File: src/rtl/alarm_timekeeper.sv
// Alarm clock time base: 24-hour BCD time, alarm register and clock/set/ring mode FSM.
// Define ALARM_MSG_EN to replace the time digits with "SEtA"/"ALAm" messages.
module alarm_timekeeper #(
    parameter int TICKS_PER_SEC = 50_000_000,
    parameter int RING_SECS     = 60
) (
    input  logic       clk,
    input  logic       reset,
    input  logic       btn_mode,
    input  logic       btn_hour,
    input  logic       btn_min,
    input  logic       btn_stop,
    output logic [5:0] sec,
    output logic [3:0] min2,
    output logic [3:0] min1,
    output logic [3:0] H2,
    output logic [2:0] H1,
    output logic [3:0] Amin2,
    output logic [3:0] Amin1,
    output logic [3:0] AH2,
    output logic [1:0] AH1,
    output logic       condition,
    output logic       armed,
    output logic       buzzer
);
    localparam int PW = (TICKS_PER_SEC > 1) ? $clog2(TICKS_PER_SEC) : 1;

    typedef enum logic [1:0] {CLOCK, SET_TIME, SET_ALARM, RING} state_t;

    state_t        state_reg;
    logic [PW-1:0] presc_reg;
    logic [5:0]    sec_reg;
    logic [3:0]    min2_reg, min1_reg, h2_reg;
    logic [1:0]    h1_reg;
    logic [3:0]    amin2_reg, amin1_reg, ah2_reg;
    logic [1:0]    ah1_reg;
    logic [5:0]    ring_cnt_reg;
    logic          armed_reg, buzzer_reg, condition_reg;
`ifdef ALARM_MSG_EN
    logic          seta_msg_reg;
`endif

    // Minute/hour increments without carry out; tens/units packed as {tens, units}.
    function automatic logic [7:0] min_inc(input logic [3:0] tens, input logic [3:0] units);
        if (units == 4'd9)
            return {((tens == 4'd5) ? 4'd0 : tens + 4'd1), 4'd0};
        return {tens, units + 4'd1};
    endfunction

    function automatic logic [5:0] hour_inc(input logic [1:0] tens, input logic [3:0] units);
        if (tens == 2'd2 && units == 4'd3)
            return 6'd0;
        if (units == 4'd9)
            return {tens + 2'd1, 4'd0};
        return {tens, units + 4'd1};
    endfunction

    logic       tick, count_en, alarm_hit;
    logic [5:0] sec_next;
    logic [3:0] min2_next, min1_next, h2_next;
    logic [1:0] h1_next;
    logic [7:0] min_btn, amin_btn;
    logic [5:0] hour_btn, ahour_btn;

    always_comb begin
        tick      = (presc_reg == PW'(TICKS_PER_SEC - 1));
        count_en  = !(state_reg == SET_TIME) && !(state_reg == CLOCK && btn_mode);
        min_btn   = min_inc(min1_reg, min2_reg);
        hour_btn  = hour_inc(h1_reg, h2_reg);
        amin_btn  = min_inc(amin1_reg, amin2_reg);
        ahour_btn = hour_inc(ah1_reg, ah2_reg);

        // Time as it will read after this tick, with the full seconds->hours carry chain.
        sec_next  = (sec_reg == 6'd59) ? 6'd0 : sec_reg + 6'd1;
        min2_next = min2_reg;
        min1_next = min1_reg;
        h2_next   = h2_reg;
        h1_next   = h1_reg;
        if (sec_reg == 6'd59) begin
            {min1_next, min2_next} = min_btn;
            if (min1_reg == 4'd5 && min2_reg == 4'd9)
                {h1_next, h2_next} = hour_btn;
        end
        alarm_hit = armed_reg && (sec_reg == 6'd59) &&
                    ({h1_next, h2_next, min1_next, min2_next} ==
                     {ah1_reg, ah2_reg, amin1_reg, amin2_reg});
    end

    always_ff @(posedge clk) begin
        if (reset) begin
            state_reg     <= CLOCK;
            presc_reg     <= '0;
            sec_reg       <= '0;
            min2_reg      <= '0;
            min1_reg      <= '0;
            h2_reg        <= '0;
            h1_reg        <= '0;
            amin2_reg     <= '0;
            amin1_reg     <= '0;
            ah2_reg       <= 4'd7;
            ah1_reg       <= '0;
            ring_cnt_reg  <= '0;
            armed_reg     <= 1'b0;
            buzzer_reg    <= 1'b0;
            condition_reg <= 1'b0;
`ifdef ALARM_MSG_EN
            seta_msg_reg  <= 1'b0;
`endif
        end else begin
            // Entering or sitting in SET_TIME freezes the seconds at a clean 0.
            if (!count_en) begin
                presc_reg <= '0;
                sec_reg   <= '0;
            end else if (tick) begin
                presc_reg <= '0;
                sec_reg   <= sec_next;
                min2_reg  <= min2_next;
                min1_reg  <= min1_next;
                h2_reg    <= h2_next;
                h1_reg    <= h1_next;
            end else begin
                presc_reg <= presc_reg + PW'(1);
            end

            case (state_reg)
                CLOCK: begin
                    if (btn_mode)
                        state_reg <= SET_TIME;
                    else if (btn_stop)
                        armed_reg <= ~armed_reg;
                    else if (tick && alarm_hit) begin
                        state_reg    <= RING;
                        buzzer_reg   <= 1'b1;
                        ring_cnt_reg <= '0;
                    end
                end
                SET_TIME: begin
                    if (btn_mode) begin
                        state_reg <= SET_ALARM;
`ifdef ALARM_MSG_EN
                        seta_msg_reg <= 1'b1;
`else
                        condition_reg <= 1'b1;
`endif
                    end else if (!btn_stop) begin
                        if (btn_hour)
                            {h1_reg, h2_reg} <= hour_btn;
                        else if (btn_min)
                            {min1_reg, min2_reg} <= min_btn;
                    end
                end
                SET_ALARM: begin
                    if (btn_mode) begin
                        state_reg     <= CLOCK;
                        condition_reg <= 1'b0;
`ifdef ALARM_MSG_EN
                        seta_msg_reg  <= 1'b0;
`endif
                    end else begin
`ifdef ALARM_MSG_EN
                        // Prescaler restarted at entry, so its first tick ends the message.
                        if (tick && seta_msg_reg) begin
                            seta_msg_reg  <= 1'b0;
                            condition_reg <= 1'b1;
                        end
`endif
                        if (!btn_stop) begin
                            if (btn_hour)
                                {ah1_reg, ah2_reg} <= ahour_btn;
                            else if (btn_min)
                                {amin1_reg, amin2_reg} <= amin_btn;
                        end
                    end
                end
                RING: begin
                    if (btn_stop || (tick && ring_cnt_reg == 6'(RING_SECS - 1))) begin
                        state_reg  <= CLOCK;
                        buzzer_reg <= 1'b0;
                    end else if (tick)
                        ring_cnt_reg <= ring_cnt_reg + 6'd1;
                end
                default: state_reg <= CLOCK;
            endcase
        end
    end

    always_comb begin
        sec       = sec_reg;
        min2      = min2_reg;
        min1      = min1_reg;
        H2        = h2_reg;
        H1        = {1'b0, h1_reg};
        condition = condition_reg;
`ifdef ALARM_MSG_EN
        if (state_reg == RING) begin
            H1   = 3'b111;
            H2   = 4'b1111;
            min1 = 4'b1111;
            min2 = 4'b1111;
        end else if (seta_msg_reg) begin
            H1   = 3'b011;
            H2   = 4'b1010;
            min1 = 4'b1010;
            min2 = 4'b1010;
        end
`endif
    end

    assign Amin2  = amin2_reg;
    assign Amin1  = amin1_reg;
    assign AH2    = ah2_reg;
    assign AH1    = ah1_reg;
    assign armed  = armed_reg;
    assign buzzer = buzzer_reg;

endmodule

File: config.mk
export PLATFORM = sky130hd
export DESIGN_NAME = alarm_timekeeper
export DESIGN_NICKNAME = d
export VERILOG_FILES = /design/src/rtl/alarm_timekeeper.sv
export SDC_FILE = /design/constraint.sdc
export NUM_CORES = 1
export LEC_CHECK = 0
export BUFFER_PORTS_ARGS = -buffer_cell sky130_fd_sc_hd__buf_2
export CAP_MARGIN = 10
export CORE_UTILIZATION = 50
export CTS_CLUSTER_DIAMETER = 100
export DETAILED_ROUTE_END_ITERATION = 12
export GPL_TIMING_DRIVEN = 0
export PLACE_DENSITY_LB_ADDON = 0.25
export SLEW_MARGIN = 20
export SYNTH_ARGS = -nofsm -noshare
export SYNTH_HDL_FRONTEND = slang
export SYNTH_SLANG_ARGS = --single-unit
File: constraint.sdc
create_clock -name clk -period 7.8 [get_ports clk]
set_input_delay 1.56 -clock clk [delete_from_list [all_inputs] [get_ports clk]]
set_output_delay 1.56 -clock clk [all_outputs]
set_load 0.01 [all_outputs]
==> impl_metrics.csv <==
group,metric,value,unit
power,p_int,0.535,mW
layout,area_growth,12.5,%
sta,min_period,3.46,ns
drt,via_per_inst,6.01,
setup_path,cpPeakStageDelay,0.69,ns
outcome,status,"finished, final reports clean",
layout,fillerInstances,801,
logic_synthesis,ys_ff_latch,71,
setup_path,slowest_stage,"a2111oi_0",
sta,tns,0,ns
sta,skew,0.00805,ns
layout,fin_util,58.6,%
setup_path,crit_fanout,9,
logic_synthesis,synth_top_area_share,33.0,%
drt,first_pass_iters,5,
placed_design,place.gp.congestion,0.920,
global_routing,grt_pass1_vias,3753,
sta,min_period_over_period,44.4,%
setup_path,cp.arrival,3.74,ns
drt,finalWirelength,10700,um
floorplanning,dieArea,0.00898,sq mm
sta,final-max-slew-violation-count,0,
layout,multi_input_area,0.00270,sq mm
global_routing,grt_pass1_wl,17400,um
global_routing,grt_max_degree,14,
setup_path,path_class,"flop to flop",
setup_path,required,8.08,ns
logic_synthesis,synth_flop_cell,"dfxtp_1",
logic_synthesis,yosysMostFrequentCell,"nor2_1",
clock_tree,clkLatencyLatePin,0.36,ns
logic_synthesis,synth_common_cells,"nor2_1 (72), dfxtp_1 (71), nand2_1 (41)",
layout,antenna_cells,0,
sta,rsz0062_at_grt,"false",
clock_tree,cts-hold-fix-buffers,0,
power,combinationalPowerShare,4.8,%
logic_synthesis,synth.cell_area,0.00430,sq mm
clock_tree,numCtsBuffers,9,
setup_path,cpMostUsedCell,"a2111oi_0",
drt,drc,0,
power,power.density,148,mW/mm^2
clock_tree,cts.reportedPaths.clkPinSlew,0.08,ns
clock_tree,cts.repair.resized,0,
setup_path,path_cells,"ha_1 > nor4bb_1 > clkbuf_1 > nand2_1 > a2111oi_0 > nand3_1 > a2111oi_0 > nand4_1 > o31ai_1",
placed_design,place_ws,3.97,ns
logic_synthesis,synth.largest_area_cell,"dfxtp_1",
logic_synthesis,synth_area_leaders,"dfxtp_1 (33%), nor2_1 (6.3%), xnor2_1 (4.3%)",
clock_tree,clockBufferDepth,2,
worst_hold_path,hold_path_class,"flop to flop",
layout,regArea,0.00142,sq mm
clock_tree,postCtsSetupBuffers,0,
logic_synthesis,synth_enable_flop_cells,0,
drt,route.vias.total,4216,
power,peakVddDrop,121,uV
floorplanning,ioPinCount,44,
logic_synthesis,syn_area_per_cell,7.96,sq um
global_routing,grt.total_usage,24.6,%
setup_path,endpoint_kind,"flop",
placed_design,hpwl,7860,um
global_routing,grt.overflow.total,0,
logic_synthesis,yosysWarnings,0,
logic_synthesis,seq_area_frac_synth,33.0,%
clock_tree,cts_root_buffer,"clkbuf_8",
sta,layout_setup_ws,4.34,ns
sta,finalSetupViolCount,0,
clock_tree,cts_tree,"built",
power,swShare,25.3,%
drt,postRouteAntennaNets,0,
floorplanning,core,0.00826,sq mm
floorplanning,initial_utilization,52.1,%
sta,clock.fmax,289,MHz
power,clkPwrFrac,43.9,%
global_routing,antenna_found_initial,0,
power,sequentialPowerShare,51.3,%
floorplanning,die_w,94.8,um
logic_synthesis,synth_nets,558,
layout,layout.nets,609,
clock_tree,clock_sinks,71,
sta,relSlewSlack,34.6,%
sta,hold_viol_final,0,
power,p_switching,0.181,mW
sta,worstMarginPinSlew,0.968,ns
logic_synthesis,yosysUniqueCellTypes,74,
floorplanning,num_rows,33,
logic_synthesis,synthCells,541,
power,leakage,1.71,nW
floorplanning,die_h,94.8,um
drt,drt-wirelength-per-cell,15.2,um
setup_path,setup.worst_path.start_class,"flop",
flow_run,cap_violations,0,
layout,largest_register_ffs,26,
placed_design,io_buffer_count,40,
logic_synthesis,ys_async_sr_fraction,0,%
drt,drt_iter0_drc,202,
clock_tree,h-tree-depth,3,
layout,layout-drive-gt1-share,12.9,%
-- power groups by stage --
stage	logic, mW	registers, mW	clock network [mW]
after floorplan	0.0234	0.376	0
after global placement	0.0332	0.376	0
after detailed placement	0.0338	0.377	0
after CTS	0.0339	0.368	0.317
after global routing	0.0382	0.369	0.328
final	0.0341	0.368	0.315
-- cells by family (layout without fill, tap and decap cells) --
group                      after synthesis  in the layout  synth area share [%]
and+or+nand+nor                        257            257                  32.2
DFF                                     71             71                  33.0
xor gates and xnor gates                37             37                  7.53
adders and majority gates               11             11                  3.20
buffers and inverters                   42             98                  4.24
other                                    1              1                0.0871
muxes                                   11             11                  2.59
AOI/OAI and AO/OA                      111            111                  17.2
-- critical path, delay by kind of cell (launching register included) --
family,cells,cell delay [ns]
AOI/OAI and AO/OA,3,1.37
adders and majority gates,1,0.33
buffers and inverters,1,0.38
DFF,1,0.40
and+or+nand+nor,4,0.90
-- per-stage QoR --
stage / hold slack (ns) / instance area [sq um] / std cells / power, mW
2_1_floorplan: 0.418 / 4300 / 541 / 0.400
3_3_place_gp: 0.428 / 4640 / 686 / 0.410
3_5_place_dp: 0.441 / 4640 / 686 / 0.410
4_1_cts: 0.461 / 4840 / 702 / 0.718
5_1_grt: 0.488 / 4840 / 702 / 0.735
6_report: 0.451 / 4840 / 702 / 0.717
-- cells in the final DEF (no fill, tap or decap), types with 12 or more instances in the layout --
master    count
inv_1        12
o21ai_0      22
clkbuf_1     23
nand3_1      18
buf_2        41
dfxtp_1      71
xor2_1       16
a21oi_1      30
nor3_1       19
xnor2_1      21
nand2_1      41
nor2_1       72
-- final timing paths --
kind           startpoint           end  slack, ns  cells after the start
min          presc_reg[0]  presc_reg[0]       0.45                      1
max reg2reg        sec[0]  state_reg[0]       4.34                      9
max                sec[0]  state_reg[0]       4.34                      9
min reg2reg  presc_reg[0]  presc_reg[0]       0.45                      1
-- metal layers --
layer | track usage (%) | wire length (um) | up-vias
met4 | 10.4 | 252 | 0
met3 | 4.11 | 572 | 22
met1 | 31.6 | 4920 | 1993
met5 | 0 | 0 | -
met2 | 40.6 | 4920 | 128
li1 | - | - | 2073
-- layout make-up --
class | instances | area share [%]
clock buffer | 10 | 2.84
clock inverter | 6 | 1.40
tap | 105 | 2.71
multi-input combinational | 428 | 55.8
timing repair buffer | 40 | 4.14
sequential | 71 | 29.4
inverter | 12 | 0.930
buffer | 30 | 2.84
Power figures use the tool's default switching activity.
